**src/rtl/exp_pkg.sv**
```systemverilog
// Shared types, special values and the exp(x) piecewise-linear tables for exp_pipe.
// EXP_NEG_EN selects whether the negative-input table exists anywhere in the design.
package exp_pkg;

  typedef logic [15:0]        bf16_t;
  typedef logic signed [12:0] slope_t;

  localparam int EXP_E_LO = 123;
  localparam int EXP_E_HI = 131;
  localparam int TBL_N    = EXP_E_HI - EXP_E_LO + 1;

  localparam bf16_t BF16_ZERO = 16'h0000;
  localparam bf16_t BF16_ONE  = 16'h3F80;
  localparam bf16_t BF16_PINF = 16'h7F80;
  localparam bf16_t BF16_QNAN = 16'h7FC0;

  // Entry k covers exponent EXP_E_LO+k: base = exp(+2^(e-127)), slope to exp(+2^(e-126)).
  localparam bf16_t POS_BASE [0:TBL_N-1] = '{
    16'h3F88, 16'h3F91, 16'h3FA4, 16'h3FD3, 16'h402D,
    16'h40EC, 16'h425A, 16'h453A, 16'h4B07
  };
  localparam slope_t POS_SLOPE [0:TBL_N-1] = '{
    13'sd9, 13'sd19, 13'sd47, 13'sd90, 13'sd191,
    13'sd366, 13'sd736, 13'sd1485, 13'sd2952
  };

`ifdef EXP_NEG_EN
  localparam bf16_t NEG_BASE [0:TBL_N-1] = '{
    16'h3F70, 16'h3F61, 16'h3F47, 16'h3F1B, 16'h3EBC,
    16'h3E0A, 16'h3C96, 16'h39AF, 16'h33F1
  };
  localparam slope_t NEG_SLOPE [0:TBL_N-1] = '{
    -13'sd15, -13'sd26, -13'sd44, -13'sd95, -13'sd178,
    -13'sd372, -13'sd743, -13'sd1470, -13'sd2957
  };
`endif

endpackage

```
**src/rtl/exp_lane.sv**
```systemverilog
// One bf16 lane of exp_pipe: S1 classify/table read, S2 slope*mantissa, S3 add.
// Negative table path is present only when EXP_NEG_EN is defined; otherwise those inputs give 0x0000.
module exp_lane
  import exp_pkg::*;
(
  input  logic  clk,
  input  logic  rst,
  input  logic  i_ld1,
  input  logic  i_ld2,
  input  logic  i_ld3,
  input  bf16_t i_x,
  output bf16_t o_y,
  output logic  o_ovf
);

  logic                w_s;
  logic [7:0]          w_e;
  logic [6:0]          w_m;
  logic [3:0]          w_idx;
  bf16_t               w_base;
  slope_t              w_slope;
  logic                w_ovf;
  logic signed [20:0]  w_prod;
  logic [16:0]         w_sum;

  bf16_t               r1_base;
  slope_t              r1_slope;
  logic [6:0]          r1_m;
  logic                r1_ovf;
  bf16_t               r2_base;
  logic signed [20:0]  r2_prod;
  logic                r2_ovf;
  bf16_t               r3_y;
  logic                r3_ovf;

  // Special results travel as a base with zero slope, so S2/S3 need no separate select.
  always_comb begin
    w_s     = i_x[15];
    w_e     = i_x[14:7];
    w_m     = i_x[6:0];
    w_idx   = w_e[3:0] - 4'(EXP_E_LO);
    w_base  = BF16_ZERO;
    w_slope = '0;
    w_ovf   = 1'b0;
    if (w_e == 8'hFF) begin
      if (w_m != 7'd0)
        w_base = BF16_QNAN;
      else if (!w_s)
        w_base = BF16_PINF;
    end else if (w_e < 8'(EXP_E_LO)) begin
      w_base = BF16_ONE;
    end else if (w_e > 8'(EXP_E_HI)) begin
      if (!w_s) begin
        w_base = BF16_PINF;
        w_ovf  = 1'b1;
      end
    end else if (!w_s) begin
      w_base  = POS_BASE[w_idx];
      w_slope = POS_SLOPE[w_idx];
    end else begin
`ifdef EXP_NEG_EN
      w_base  = NEG_BASE[w_idx];
      w_slope = NEG_SLOPE[w_idx];
`else
      w_base  = BF16_ZERO;
`endif
    end
  end

  assign w_prod = $signed({{8{r1_slope[12]}}, r1_slope}) * $signed({14'd0, r1_m});
  // Bits [20:7] of the product are the floor shift by 7; the add wraps to 16 bits.
  assign w_sum  = {1'b0, r2_base} + {{3{r2_prod[20]}}, r2_prod[20:7]};

  always_ff @(posedge clk) begin
    if (rst) begin
      r1_base  <= '0;
      r1_slope <= '0;
      r1_m     <= '0;
      r1_ovf   <= 1'b0;
      r2_base  <= '0;
      r2_prod  <= '0;
      r2_ovf   <= 1'b0;
      r3_y     <= '0;
      r3_ovf   <= 1'b0;
    end else begin
      if (i_ld1) begin
        r1_base  <= w_base;
        r1_slope <= w_slope;
        r1_m     <= w_m;
        r1_ovf   <= w_ovf;
      end
      if (i_ld2) begin
        r2_base <= r1_base;
        r2_prod <= w_prod;
        r2_ovf  <= r1_ovf;
      end
      if (i_ld3) begin
        r3_y   <= w_sum[15:0];
        r3_ovf <= r2_ovf;
      end
    end
  end

  assign o_y   = r3_y;
  assign o_ovf = r3_ovf;

endmodule

```
**src/rtl/exp_pipe.sv**
```systemverilog
// Multi-lane bf16 e^x unit: 3-stage valid/ready pipeline around LANES exp_lane datapaths.
// Build option EXP_NEG_EN (see exp_pkg/exp_lane) enables the negative-input table.
module exp_pipe
  import exp_pkg::*;
#(
  parameter int LANES = 1,
  parameter int TAG_W = 4
) (
  input  logic                 clk,
  input  logic                 rst,
  input  logic                 in_valid,
  output logic                 in_ready,
  input  logic [16*LANES-1:0]  in_data,
  input  logic [TAG_W-1:0]     in_tag,
  output logic                 out_valid,
  input  logic                 out_ready,
  output logic [16*LANES-1:0]  out_data,
  output logic [TAG_W-1:0]     out_tag,
  output logic [LANES-1:0]     out_ovf,
  output logic                 busy
);

  // Handshake: a beat moves on valid && ready at either port; each stage loads when
  // the stage after it is empty or advancing, and holds its contents otherwise.
  logic             r_v1, r_v2, r_v3;
  logic [TAG_W-1:0] r_tag1, r_tag2, r_tag3;
  logic             w_en1, w_en2, w_en3;
  logic             w_ld1, w_ld2, w_ld3;

  assign w_en3 = !r_v3 || out_ready;
  assign w_en2 = !r_v2 || w_en3;
  assign w_en1 = !r_v1 || w_en2;

  assign w_ld1 = w_en1 && in_valid;
  assign w_ld2 = w_en2 && r_v1;
  assign w_ld3 = w_en3 && r_v2;

  always_ff @(posedge clk) begin
    if (rst) begin
      r_v1   <= 1'b0;
      r_v2   <= 1'b0;
      r_v3   <= 1'b0;
      r_tag1 <= '0;
      r_tag2 <= '0;
      r_tag3 <= '0;
    end else begin
      if (w_en1) r_v1 <= in_valid;
      if (w_en2) r_v2 <= r_v1;
      if (w_en3) r_v3 <= r_v2;
      if (w_ld1) r_tag1 <= in_tag;
      if (w_ld2) r_tag2 <= r_tag1;
      if (w_ld3) r_tag3 <= r_tag2;
    end
  end

  assign in_ready  = w_en1;
  assign out_valid = r_v3;
  assign out_tag   = r_tag3;
  assign busy      = r_v1 || r_v2 || r_v3;

  for (genvar g = 0; g < LANES; g++) begin : g_lane
    bf16_t w_y;
    exp_lane u_lane (
      .clk   (clk),
      .rst   (rst),
      .i_ld1 (w_ld1),
      .i_ld2 (w_ld2),
      .i_ld3 (w_ld3),
      .i_x   (in_data[16*g +: 16]),
      .o_y   (w_y),
      .o_ovf (out_ovf[g])
    );
    assign out_data[16*g +: 16] = w_y;
  end

endmodule

```
**config.mk**
```make
export PLATFORM = sky130hd
export DESIGN_NAME = exp_pipe
export DESIGN_NICKNAME = d
export VERILOG_FILES = /design/src/rtl/exp_pkg.sv /design/src/rtl/exp_lane.sv /design/src/rtl/exp_pipe.sv
export SDC_FILE = /design/constraint.sdc
export NUM_CORES = 1
export LEC_CHECK = 0
export BUFFER_PORTS_ARGS = -buffer_cell sky130_fd_sc_hd__buf_2
export CAP_MARGIN = 20
export CORE_MARGIN = 10
export CORE_UTILIZATION = 30
export DETAILED_ROUTE_END_ITERATION = 6
export GPL_TIMING_DRIVEN = 0
export PLACE_DENSITY = 0.5
export SLEW_MARGIN = 20
export SYNTH_ARGS = -nofsm -noshare
export SYNTH_HDL_FRONTEND = slang
export SYNTH_HIERARCHICAL = 1
export SYNTH_SLANG_ARGS = --single-unit
```
**constraint.sdc**
```tcl
create_clock -name clk -period 4.7 [get_ports clk]
set_input_delay 0.235 -clock clk [delete_from_list [all_inputs] [get_ports clk]]
set_output_delay 0.235 -clock clk [all_outputs]
set_load 0.01 [all_outputs]
```
==> flow_metrics.py, run 1 <==
metrics = {
    "critical_path": {
        "critPathRequiredTime_ns": 4.96,
        "cp_max_fo": 10,
        "cp-end-kind": "flop",
        "crit_chain": "buf_6, and2_1, fa_1, fa_1, fa_1, inv_1, fa_1, inv_1, ha_1, nand4_1, nor2_2, nor4_4, a211oi_2, o21a_1, o21ai_2, a211oi_1",
        "cp-start-kind": "flop",
        "criticalPathCategory": "flop to flop",
        "crit_top_cell": "fa_1",
        "worst_ep_arrival_time_ns": 4.78,
        "cp_top_family": "adder cells",
        "cp_num_cells": 16,
        "rr_worst_depth": 16,
        "worst-path-buf-inv": 3,
        "slowest_delay_ns": 0.55,
        "slowest_stage": "fa_1",
    },
    "hold_path": {
        "min_delay_path_depth": 3,
        "worst_hold_path_type": "input port to flop",
    },
    "logic_synthesis": {
        "syn_avg_cell_area_um2": 8.82,
        "synth_async_sr_flop_share_pct": 0,
        "synth_nets": 964,
        "netlist_instances": 822,
        "ys_seq_area_share_pct": 26.0,
        "synth_ff_type": "dfxtp_1",
        "ys_types": 65,
        "syn_area_um2": 7250,
        "synth-seq-cells": 94,
        "ys_warn_count": 6,
        "synth_edf_count": 0,
    },
    "floorplanning": {
        "io_pins": 48,
        "die_x_um": 175,
        "die-area_um2": 30800,
        "initial_core_util_pct": 30.7,
        "core_area_um2": 23600,
        "dieHeight_um": 175,
        "rows": 56,
    },
    "place": {
        "placed_cell_area_um2": 7880,
        "place_congestion": 0.804,
        "dpl.hpwl_mm": 14.9,
        "port_buffers": 46,
        "placed_cells": 1187,
    },
    "timing": {
        "relSlewSlack_pct": 47.8,
        "tightest_slew_ns": 0.782,
        "slew_viol_final": 0,
        "period_minus_slack_ns": 4.52,
        "hold_viol": 0,
        "post-route-period-util_pct": 96.1,
        "setup-violations-final": 0,
        "max_freq_mhz": 221,
        "clock-skew-final_ns": 0.00663,
    },
    "clocking": {
        "numCtsBuffers": 9,
        "root_buffer": "clkbuf_16",
        "clkSlewWorstSetupHoldPaths_ns": 0.07,
        "cts_hold_buf": 0,
        "cts_tree": "built",
        "clock_latency_ns": 0.34,
        "clockBufferDepth": 2,
        "htree_num_levels": 3,
        "cts.sinks": 94,
    },
    "finish": {
        "drive_above_1_share_pct": 12.8,
        "mostFrequentLayoutCell": "dfxtp_1",
        "nNetsFinal": 1023,
        "final_cell_count_no_fill": 1204,
        "layout_common_cells": "dfxtp_1 (82), and2_1 (74), nor2_1 (73), inv_1 (71), ha_1 (63)",
        "antenna_cells": 0,
        "area_delta_synth_final_pct": 15.4,
        "design_area_um2": 8360,
    },
    "drt": {
        "top_layer": "met4",
        "via_per_inst": 4.78,
        "ant_nets": 0,
        "drt_pre_antenna_iters": 5,
        "wl_met2_mm": 8.15,
        "routedWlPerCell_um": 15.6,
        "drtIter0Drc": 354,
        "routed-wl-met3_um": 613,
        "wl_met1_mm": 9.82,
        "num_vias": 5758,
        "drt_wl_total_mm": 18.8,
        "drc": 0,
    },
    "global_route": {
        "gr-total-overflow": 0,
        "track_usage_pct": 12.3,
        "grt_pass1_vias": 5756,
        "grt_antenna_before_repair": 0,
        "grt_max_degree": 15,
        "grt_pass1_wl_mm": 31.0,
    },
    "power_and_ir_drop": {
        "power_density_nw_per_um2": 213,
        "ir_drop_v": 0.000160,
        "p_leak_nw": 3.92,
        "finalPower_mw": 1.78,
    },
    "outcome": {
        "run_status": "complete, no violations",
    },
    "run": {
        "cap_violations": 0,
    },
}
## per-stage QoR
step	TNS (ns)	setup slack, ns	utilization (%)	hold slack, ns
4_1_cts	0	0.00676	35.0	0.131
3_3_place_gp	-3.08	-0.621	33.4	0.464
5_1_grt	-0.0199	-0.0167	35.4	0.163
3_5_place_dp	-2.96	-0.597	33.4	0.461
2_1_floorplan	0	0.100	-	0.364
6_report	0	0.185	35.4	0.141
## cells by family (layout without fill, tap and decap cells)
family	count (synthesis)	in the layout	synth area share (%)
compound gates	154	154	14.2
xor+xnor	17	17	2.05
fa+ha+maj	118	118	25.6
buf+inv	111	174	5.89
flops	94	94	26.0
mux	41	41	5.66
simple gates	287	287	20.7
## cell usage after synthesis (6+ instances only)
master	n	area share (%)
a21oi_1	43	3.0
a21o_1	13	1.3
nand2b_1	12	1.0
clkbuf_1	26	1.3
a211oi_1	11	1.1
a22oi_1	6	0.62
and2_1	74	6.4
mux2i_1	41	5.7
nand2_1	50	2.6
nor3_1	16	1.1
dfxtp_1	94	26
nand3_1	14	0.97
buf_2	6	0.41
fa_1	50	14
ha_1	68	12
o21ai_0	24	1.7
inv_1	71	3.7
o21ai_1	6	0.41
and3_1	10	0.86
a31oi_1	7	0.60
or3_1	6	0.52
xor2_1	6	0.73
nor2_1	74	3.8
xnor2_1	11	1.3
## per-layer routing
metal / vias up / GRT usage [%]
li1: 2931 / -
met1: 2734 / 17.5
met2: 82 / 18.8
met3: 11 / 2.08
met4: 0 / 2.86
met5: - / 0
## repair_timing
action	4_1_cts	5_1_grt
pin swaps	3	11
endpoints found under the setup margin	10	10
buffers inserted	1	2
resized for setup	23	27
## final timing paths
kind                                               from                                   endpoint  slack (ns)
hold reg to reg   g_lane[0].u_lane/o_y[10]$_SDFFE_PP0P_      g_lane[0].u_lane/o_y[10]$_SDFFE_PP0P_        0.47
hold / removal                               in_data[0]      g_lane[0].u_lane/r1_m[0]$_SDFFE_PP0P_        0.14
setup reg to reg  g_lane[0].u_lane/r1_m[2]$_SDFFE_PP0P_  g_lane[0].u_lane/r2_prod[20]$_SDFFE_PP0P_        0.18
setup / recovery  g_lane[0].u_lane/r1_m[2]$_SDFFE_PP0P_  g_lane[0].u_lane/r2_prod[20]$_SDFFE_PP0P_        0.18
## area by class of cell
class                      instances  area [um^2]
fill                            2480        15300
tap                              319          399
clock inverter                     3         43.8
multi-input combinational        617         5060
buffer                            34          165
clock buffer                      12          256
timing repair buffer              49          253
sequential                        94         1900
inverter                          76          288
## registers in the layout, indices dropped and copies added (netlist names)
register / flops
g_lane.u_lane/o_ovf: 1
g_lane.u_lane/o_y: 16
g_lane.u_lane/r1_base: 14
g_lane.u_lane/r1_m: 7
g_lane.u_lane/r1_ovf: 1
g_lane.u_lane/r1_slope: 11
g_lane.u_lane/r2_base: 14
g_lane.u_lane/r2_ovf: 1
g_lane.u_lane/r2_prod: 14
out_tag: 4
out_valid: 1
r_tag1: 4
r_tag2: 4
r_v1: 1
r_v2: 1
## power breakdown
part,switching [mW],internal (mW),leakage [nW]
Clock,0.298,0.438,0.149
Sequential,0.0209,0.818,0.769
Combinational,0.128,0.0740,3.00
Total,0.446,1.33,3.92
## worst min-delay path: stages
cell and delay [ns]:
buf_2 0.09, mux2i_1 0.06, nor2_1 0.07
(Power assumes the default switching activity.)
==> run 2, diff against run 1 <==
--- a/config.mk
+++ b/config.mk
@@ -11,7 +11,7 @@
 export CORE_UTILIZATION = 30
 export DETAILED_ROUTE_END_ITERATION = 6
 export GPL_TIMING_DRIVEN = 0
-export PLACE_DENSITY = 0.5
+export PLACE_DENSITY = 0.49
 export SLEW_MARGIN = 20
 export SYNTH_ARGS = -nofsm -noshare
 export SYNTH_HDL_FRONTEND = slang
==> run 2 against run 1 <==
Compared with the run above:
- non-clock buffer count is 3 higher
- die area stayed put
- final cell count is 0.33% higher
- global-route usage is 0.15 points higher
- sequential power hardly changed
- final area is 0.45% higher
- combinational power hardly changed
- routed wire length is 1.4% higher
- total power is 2.0% lower
- fmax is 0.33% lower
- core utilization is 0.16 points higher
- largest cell class unchanged
- highest routed layer unchanged
==> flow_metrics.py, run 2 (same netlist as run 1, synthesis figures left out) <==
metrics = {
    "outcome": {
        "run_status": "complete, no violations",
    },
    "timing": {
        "period_minus_slack_ns": 4.53,
        "whs_ns": 0.147,
        "relSlewSlack_pct": 46.6,
        "max_freq_mhz": 221,
        "clock-skew-final_ns": 0.00778,
        "tns_ns": 0,
        "post-route-period-util_pct": 96.4,
        "tightest_slew_ns": 0.801,
        "setup-violations-final": 0,
        "hold_viol": 0,
        "slew_viol_final": 0,
    },
    "power_and_ir_drop": {
        "comb_power_share_pct": 11.8,
        "cell_internal_pwr_mw": 1.28,
        "power_density_nw_per_um2": 207,
        "finalPower_mw": 1.74,
        "power.switching_mw": 0.458,
        "p_clk_share_pct": 40.0,
        "power_frac_seq_pct": 48.2,
        "p_leak_nw": 3.91,
        "ir_drop_v": 0.000182,
        "switching_share_pct": 26.3,
    },
    "drt": {
        "drtIter0Drc": 306,
        "routedWlPerCell_um": 15.8,
        "ant_nets": 0,
        "via_per_inst": 4.78,
        "drt_wl_total_mm": 19.0,
        "drt_pre_antenna_iters": 4,
        "drc": 0,
        "num_vias": 5776,
    },
    "global_route": {
        "gr-total-overflow": 0,
        "grt_pass1_vias": 5840,
        "track_usage_pct": 12.4,
        "grt_antenna_before_repair": 0,
        "grt_pass1_wl_mm": 31.3,
        "grt_max_degree": 16,
    },
    "clocking": {
        "cts.sinks": 94,
        "cts_tree": "built",
        "clockBufferDepth": 2,
        "numCtsBuffers": 9,
        "clock_latency_ns": 0.34,
        "root_buffer": "clkbuf_16",
        "htree_num_levels": 3,
        "clkSlewWorstSetupHoldPaths_ns": 0.07,
        "cts_hold_buf": 0,
    },
    "critical_path": {
        "crit_top_cell": "fa_1",
        "cp_num_cells": 18,
        "cp-start-kind": "flop",
        "r2r_slack_ns": 0.17,
        "r2r-end": "g_lane[0].u_lane/r2_prod[14]$_SDFFE_PP0P_",
        "worst_ep_arrival_time_ns": 4.76,
        "endpoint": "g_lane[0].u_lane/r2_prod[14]$_SDFFE_PP0P_",
        "worst-path-buf-inv": 5,
        "crit_chain": "buf_8, buf_4, and2_1, fa_1, fa_1, inv_1, fa_1, inv_1, fa_1, ha_4, a21o_1, a21o_1, a21oi_2, a21boi_2, o41ai_2, buf_4, mux2i_1, nand2_1",
        "cp-end-kind": "flop",
        "critPathRequiredTime_ns": 4.93,
        "criticalPathCategory": "flop to flop",
        "startpoint": "g_lane[0].u_lane/r1_m[4]$_SDFFE_PP0P_",
        "slowest_stage": "fa_1",
        "cp_max_fo": 8,
        "r2r_start": "g_lane[0].u_lane/r1_m[4]$_SDFFE_PP0P_",
        "cp_top_family": "adder cells",
        "rr_worst_depth": 18,
        "slowest_delay_ns": 0.54,
    },
    "place": {
        "port_buffers": 46,
        "place_congestion": 0.801,
        "dpl.hpwl_mm": 15.0,
        "placed_cells": 1187,
    },
    "hold_path": {
        "min_from": "in_data[2]",
        "min_delay_path_depth": 3,
        "worst_hold_path_type": "input port to flop",
    },
    "floorplanning": {
        "die-area_um2": 30800,
        "initial_core_util_pct": 30.7,
        "io_pins": 48,
        "die_x_um": 175,
        "dieHeight_um": 175,
        "rows": 56,
        "core_area_um2": 23600,
    },
    "finish": {
        "final_cell_count_no_fill": 1208,
        "antenna_cells": 0,
        "mostFrequentLayoutCell": "dfxtp_1",
        "regArea_um2": 1900,
        "drive_above_1_share_pct": 13.7,
        "largest_reg_flops": 16,
        "layout_common_cells": "dfxtp_1 (82), nor2_1 (74), and2_1 (74), inv_1 (71), ha_1 (60)",
        "area_delta_synth_final_pct": 15.9,
        "fillers": 2512,
        "multi_input_area_um2": 5090,
        "final_core_util_pct": 35.6,
        "nNetsFinal": 1026,
    },
    "run": {
        "cap_violations": 0,
    },
}
[run 2: cell count changes in the layout (fill, tap and decap cells not counted), sizes merged]
cell      delta
clkinvlp     +2
inv          +1
clkinv       -1
bufinv       -1
clkbuf       -2
buf          +5
[run 2: area by class of cell]
class                   instances  share of cell area [%]
clock inverters                 4                   0.343
flip-flops and latches         94                    22.6
clock buffers                  12                    3.05
multi-input cells             617                    60.6
well taps                     319                    4.75
repair buffers                 52                    3.28
plain buffers                  34                    1.98
inverters                      76                    3.43
[run 2: power groups by stage]
stage / Clock [mW] / Combinational [mW] / Sequential [mW]
floorplan: 0 / 0.132 / 0.848
global placement: 0 / 0.199 / 0.857
detailed placement: 0 / 0.199 / 0.857
CTS: 0.718 / 0.202 / 0.839
global route: 0.750 / 0.232 / 0.842
finish: 0.697 / 0.205 / 0.839
[run 2: how the worst min path moves through the flow]
stage | end
floorplan | r_v1$_SDFFE_PP0P_
global placement | g_lane[0].u_lane/o_y[10]$_SDFFE_PP0P_
detailed placement | r_tag1[1]$_SDFFE_PP0P_
CTS | g_lane[0].u_lane/r1_m[0]$_SDFFE_PP0P_
global route | g_lane[0].u_lane/r1_m[5]$_SDFFE_PP0P_
finish | g_lane[0].u_lane/r1_m[2]$_SDFFE_PP0P_
[run 2: timing repair]
item / CTS / global route
pin swaps: 1 / 19
setup endpoints to repair: 10 / 9
buffers inserted: 1 / 5
gates resized for setup: 19 / 37
[run 2: tightest hold or removal path, delay by kind of cell]
family                 cells  cell delay, ns
multiplexers               1            0.06
buffers and inverters      1            0.09
AND/OR/NAND/NOR            1            0.07
[run 2: through the flow]
stage,instance area (um^2),worst slack [ns]
2_1_floorplan,7250,0.100
3_3_place_gp,7880,-0.618
3_5_place_dp,7880,-0.608
4_1_cts,8220,0.00749
5_1_grt,8400,-0.0426
6_report,8400,0.170
[run 2: layer usage]
layer  part of all wire, %  up-vias  GRT usage (%)  routed length (um)
li1                      -     2940              -                   -
met1                    52     2745           18.1                9980
met2                    43       78           18.9                8250
met3                   3.0       13           1.78                 579
met4                   1.1        0           2.65                 213
met5                     0        -              0                   0
